### src/rtl/seg_display_scanner_pkg.sv
// seg_pkg: character codes and logical (active-high, gfedcba) segment patterns
// shared by the seven-segment scanner and its character ROM.
package seg_pkg;

    localparam logic [3:0] CH_A     = 4'd0;
    localparam logic [3:0] CH_B     = 4'd1;
    localparam logic [3:0] CH_D     = 4'd2;
    localparam logic [3:0] CH_E     = 4'd3;
    localparam logic [3:0] CH_ML    = 4'd4;
    localparam logic [3:0] CH_MR    = 4'd5;
    localparam logic [3:0] CH_S     = 4'd8;
    localparam logic [3:0] CH_U     = 4'd9;
    localparam logic [3:0] CH_V     = 4'd10;
    localparam logic [3:0] CH_I     = 4'd12;
    localparam logic [3:0] CH_BLANK = 4'd15;

    localparam logic [6:0] SEG_A     = 7'h77;
    localparam logic [6:0] SEG_B     = 7'h7C;
    localparam logic [6:0] SEG_D     = 7'h5E;
    localparam logic [6:0] SEG_E     = 7'h79;
    localparam logic [6:0] SEG_ML    = 7'h37;
    localparam logic [6:0] SEG_MR    = 7'h07;
    localparam logic [6:0] SEG_S     = 7'h6D;
    localparam logic [6:0] SEG_U     = 7'h3E;
    localparam logic [6:0] SEG_V     = 7'h1C;
    localparam logic [6:0] SEG_I     = 7'h06;
    localparam logic [6:0] SEG_BLANK = 7'h00;

endpackage

### src/rtl/seg_display_scanner_if.sv
// seg_display_scanner_if: valid/ack character-word handshake between the
// op-code decoder (master) and the display scanner (slave).
interface seg_display_scanner_if;

    logic [15:0] char_word;
    logic        word_valid;
    logic        word_ack;

    modport master (output char_word, output word_valid, input word_ack);
    modport slave  (input char_word, input word_valid, output word_ack);

endinterface

### src/rtl/seg_display_scanner_char_rom.sv
// seg_char_rom: character code to logical segment pattern; unknown codes are blank.
module seg_char_rom
    import seg_pkg::*;
(
    input  logic [3:0] code,
    output logic [6:0] pattern
);

    always_comb begin
        pattern = SEG_BLANK;
        case (code)
            CH_A:    pattern = SEG_A;
            CH_B:    pattern = SEG_B;
            CH_D:    pattern = SEG_D;
            CH_E:    pattern = SEG_E;
            CH_ML:   pattern = SEG_ML;
            CH_MR:   pattern = SEG_MR;
            CH_S:    pattern = SEG_S;
            CH_U:    pattern = SEG_U;
            CH_V:    pattern = SEG_V;
            CH_I:    pattern = SEG_I;
            default: pattern = SEG_BLANK;
        endcase
    end

endmodule

### src/rtl/seg_display_scanner.sv
// seg_display_scanner: 4-digit time-multiplexed seven-segment driver with
// frame-aligned word capture; optional blinking when SEG_BLINK_EN is defined.
module seg_display_scanner
    import seg_pkg::*;
#(
    parameter int unsigned REFRESH_DIV    = 50000,
    parameter bit          SEG_ACTIVE_LOW = 1'b1,
    parameter bit          AN_ACTIVE_LOW  = 1'b1
`ifdef SEG_BLINK_EN
    ,
    parameter int unsigned BLINK_FRAMES   = 64
`endif
)(
    input  logic                  clk,
    input  logic                  rst,
    seg_display_scanner_if.slave  word,
    output logic                  frame_tick,
    output logic [6:0]            seg,
    output logic [3:0]            an
`ifdef SEG_BLINK_EN
    ,
    input  logic                  blink
`endif
);

    localparam int DW = $clog2(REFRESH_DIV);

    logic [DW-1:0] div_cnt;
    logic [1:0]    digit;
    logic [15:0]   shadow;
    logic          wrap;
    logic          boundary;
    logic [3:0]    code;
    logic [6:0]    pattern;
    logic [3:0]    an_log;
    logic          an_off;

    assign wrap          = div_cnt == DW'(REFRESH_DIV - 1);
    assign boundary      = wrap && digit == 2'd3;
    assign frame_tick    = boundary;
    assign word.word_ack = boundary && word.word_valid;
    assign code          = shadow[{digit, 2'b00} +: 4];
    assign an_log        = 4'b0001 << digit;

    seg_char_rom u_rom (
        .code    (code),
        .pattern (pattern)
    );

    always_ff @(posedge clk or posedge rst) begin
        if (rst) begin
            div_cnt <= '0;
            digit   <= 2'd0;
            shadow  <= 16'hFFFF;
            seg     <= {7{SEG_ACTIVE_LOW}};
            an      <= {4{AN_ACTIVE_LOW}};
        end else begin
            div_cnt <= wrap ? '0 : div_cnt + 1'b1;
            digit   <= digit + {1'b0, wrap};
            if (word.word_ack)
                shadow <= word.char_word;
            seg     <= pattern ^ {7{SEG_ACTIVE_LOW}};
            an      <= (an_off ? 4'h0 : an_log) ^ {4{AN_ACTIVE_LOW}};
        end
    end

`ifdef SEG_BLINK_EN
    localparam int FW = $clog2(BLINK_FRAMES) + 1;

    logic [FW-1:0] frame_cnt;
    logic          blink_phase;

    // blink_phase flips once every BLINK_FRAMES completed frames
    always_ff @(posedge clk or posedge rst) begin
        if (rst) begin
            frame_cnt   <= '0;
            blink_phase <= 1'b0;
        end else if (boundary) begin
            if (frame_cnt == FW'(BLINK_FRAMES - 1)) begin
                frame_cnt   <= '0;
                blink_phase <= ~blink_phase;
            end else begin
                frame_cnt   <= frame_cnt + 1'b1;
            end
        end
    end

    assign an_off = blink && blink_phase;
`else
    assign an_off = 1'b0;
`endif

endmodule
### src/flat_wrapper.sv
// flat-port wrapper written by rule: the top's interface ports become plain ports
module seg_display_scanner_flat import seg_pkg::*;
#(
    parameter int unsigned REFRESH_DIV    = 50000,
    parameter bit          SEG_ACTIVE_LOW = 1'b1,
    parameter bit          AN_ACTIVE_LOW  = 1'b1

)
  (clk, rst, frame_tick, seg, an, word_char_word, word_word_valid, word_word_ack);
  seg_display_scanner_if word_i ();
  input  logic clk;
  input  logic rst;
  output logic frame_tick;
  output logic [6:0] seg;
  output logic [3:0] an;
  input wire logic [$bits(word_i.char_word)-1:0] word_char_word;
  input wire logic [$bits(word_i.word_valid)-1:0] word_word_valid;
  output wire logic [$bits(word_i.word_ack)-1:0] word_word_ack;
  assign word_i.char_word = word_char_word;
  assign word_i.word_valid = word_word_valid;
  assign word_word_ack = word_i.word_ack;
  seg_display_scanner #(.REFRESH_DIV(REFRESH_DIV), .SEG_ACTIVE_LOW(SEG_ACTIVE_LOW), .AN_ACTIVE_LOW(AN_ACTIVE_LOW)) u_core (.clk(clk), .rst(rst), .word(word_i), .frame_tick(frame_tick), .seg(seg), .an(an));
endmodule
### config.mk
export PLATFORM = sky130hd
export DESIGN_NAME = seg_display_scanner_flat
export DESIGN_NICKNAME = d
export VERILOG_FILES = /design/src/rtl/seg_display_scanner_pkg.sv /design/src/rtl/seg_display_scanner_if.sv /design/src/rtl/seg_display_scanner_char_rom.sv /design/src/rtl/seg_display_scanner.sv /design/src/flat_wrapper.sv
export SDC_FILE = /design/constraint.sdc
export NUM_CORES = 1
export LEC_CHECK = 0
export ABC_AREA = 1
export CORE_MARGIN = 2
export CORE_UTILIZATION = 50
export CTS_BUF_LIST = sky130_fd_sc_hd__clkbuf_16
export DETAILED_ROUTE_END_ITERATION = 8
export PLACE_DENSITY = 0.73
export SLEW_MARGIN = 20
export SYNTH_ARGS = -nofsm -noshare
export SYNTH_HDL_FRONTEND = slang
export SYNTH_SLANG_ARGS = --single-unit
### constraint.sdc
create_clock -name clk -period 2.91 [get_ports clk]
set_clock_uncertainty 0.05 [all_clocks]
set_input_delay 0.291 -clock clk [delete_from_list [all_inputs] [get_ports clk]]
set_output_delay 0.291 -clock clk [all_outputs]
set_load 0.01 [all_outputs]
==> flow_summary.toml, run 1 <==
[die]
start_util = 0.508
die_area_um2 = 5310
die_w_um = 72.8
io_pins = 32
core_um2 = 4660
die_height_um = 72.8
rows = 25

[clock_network]
htree_num_levels = 2
clockBufferDepth = 2
hold_buffers = 0
clk_latency_ps = 290
clock-sinks = 45
cts_root_buf = "clkbuf_16"
cts_tree = "done"
cts_setup_buffers = 0
cts_buffers = 5
path_clk_slew_ps = 60
ctsResizeCount = 0

[timing]
final_hold_viol_count = 0
finalSetupTns_ps = 0
slew_headroom = 0.626
setup_viol = 0
tightestPinTransition_ps = 560
fmax_mhz = 375
slew_violations = 0
finalCriticalPeriod_ps = 2660
finalCritPeriodShare = 0.916
grt_setup_unrepaired = "false"

[layout]
nets = 356
layout_common_cells = "114 x nand2_1, 31 x clkdlybuf4s50_1, 27 x nor2_1, 27 x dfstp_2, 26 x inv_1"
postLayoutCoreUtil = 0.620
final_common_cell = "nand2_1"
area_delta_synth_final_pct = 21.9
drive_gt1_frac = 0.166
fill_cells = 408
antennaDiodeCount = 0

[critical_path]
worstPathMaxFanout = 18
path_class = "flop to output port"
startpoint_type = "flop"
crit_path_end_kind = "output port"
required_ps = 2570
r2r_cells = 7
r2r-end = "u_core.digit[1]"
reg2reg_slack_ps = 1000
r2r_start = "u_core.div_cnt[0]"
critical_path_arrival_ps = 2320

[route]
routedWlPerCell_um = 11.7
vias = 1937
drc = 0
final_antenna_net_count = 0
wl_mm = 4.53
first_pass_iters = 4
drtIter0Drc = 111
vias_per_cell = 5.02

[logic_synthesis]
synthCells = 298
synth_area_leaders = "dfstp_2 30%, dfrtp_1 19%, nand2_1 18%"
synth_top_area_share = 0.299
synth_area_um2 = 2370
yosys_warnings = 0
synth_seq_cells = 45
syn_nets = 323
ys_seq_area_frac = 0.489
yosys.area.top_type = "dfstp_2"
syn_area_per_cell_um2 = 7.95
synth_cell_types = 23

[power]
p_per_area_nw_per_um2 = 457
vdd_drop_max_mv = 0.269
static-leakage-power_nw = 1.40

[global_routing]
antenna_found_initial = 0
grt_max_degree = 46
grt_use_total = 0.189
gr-total-overflow = 0
grt_pass1_wl_mm = 7.89
first_global_vias = 1803

[outcome]
status = "completed"

[flow_run]
maxCapViolations = 0

[placed_design]
dpl.hpwl_mm = 3.20
io_buffers = 31
place.gp.congestion = 0.832

[hold_path]
min_path_type = "input port to asynchronous set/reset pin"
## logic make-up (layout without fill, tap and decap cells)
group,count (synthesis),count (layout),share of synthesized area
AND/OR/NAND/NOR,187,187,0.347
flip-flops,45,45,0.489
adder cells (fa/ha/maj),6,6,0.0317
XOR/XNOR,8,8,0.0296
buffers and inverters,41,75,0.0781
AO/OA/AOI/OAI,11,11,0.0243
## worst max-delay path, cell delays in order (launching register included)
cell	delay, ps
dfrtp_1	610
nand2_1	180
inv_2	290
nand4_4	290
inv_1	130
clkdlybuf4s50_1	540
## stage by stage
stage / hold slack, ps / cell area (µm²) / worst slack, ps / std cells / power (W)
floorplan: 351 / 2370 / 1360 / 298 / 0.000650
global placement: 396 / 2710 / 636 / 378 / 0.000680
detailed placement: 406 / 2710 / 563 / 378 / 0.000680
CTS: 414 / 2890 / 245 / 386 / 0.00132
global route: 428 / 2890 / 58.6 / 386 / 0.00136
finish: 401 / 2890 / 245 / 386 / 0.00132
## Yosys cell counts
cell type  instances
inv_1             26
nand4_1           16
dfrtp_1           18
a21boi_1           1
o21ai_1            4
xor2_1             8
nor2_4             2
nor3_1             3
nand2_2            3
nand4_4            1
nand3_1           15
nor2_1            27
buf_6              3
dfstp_2           27
nor2_2             4
o21ai_0            3
buf_2              4
buf_4              1
ha_1               6
a21oi_1            3
nand3b_1           2
nand2_1          114
inv_2              7
## area by class of cell
cell class                 count  area [µm²]  area share
multi-input combinational    212        1020       0.355
tap                           54        67.6      0.0234
clock buffer                   7         175      0.0606
timing repair buffer          34         333       0.115
clock inverter                 1        5.00     0.00173
inverter                      33         124      0.0429
sequential                    45        1160       0.401
## worst max path at each step
stage	startpoint	to	slack, ps
floorplan	u_core.div_cnt[0]	word_word_ack	1360
global placement	u_core.digit[0]	word_word_ack	640
detailed placement	u_core.digit[0]	word_word_ack	560
CTS	u_core.digit[0]	word_word_ack	250
global route	u_core.digit[0]	word_word_ack	60
finish	u_core.digit[0]	word_word_ack	250
## power by group
part | switching [W] | internal (W) | leakage (nW) | total, W
combinational | 0.0000185 | 0.0000229 | 0.789 | 0.0000414
sequential | 0 | 0.000628 | 0.516 | 0.000628
clock | 0.000229 | 0.000421 | 0.0902 | 0.000650
## routing by layer
metal | up-vias | wire length (µm) | GRT usage
met3 | 6 | 188 | 0.0428
met4 | 0 | 58 | 0.0617
met1 | 892 | 2210 | 0.260
li1 | 994 | - | -
met5 | - | 0 | 0
met2 | 45 | 2070 | 0.298
## state kept, by name (all words and copies together), names as in the netlist
name,cells
u_core.div_cnt,16
u_core.seg,7
u_core.digit,2
u_core.shadow,16
u_core.an,4
Power figures use the tool's default switching activity.
==> inputs of run 2 (changes only) <==
--- a/config.mk
+++ b/config.mk
@@ -11,6 +11,7 @@
 export CTS_BUF_LIST = sky130_fd_sc_hd__clkbuf_16
 export DETAILED_ROUTE_END_ITERATION = 8
 export PLACE_DENSITY = 0.73
+export SKIP_CTS_REPAIR_TIMING = 1
 export SLEW_MARGIN = 20
 export SYNTH_ARGS = -nofsm -noshare
 export SYNTH_HDL_FRONTEND = slang
==> results of run 2 <==
Same layout as run 1: the final DEF is identical, and so are final timing and power.
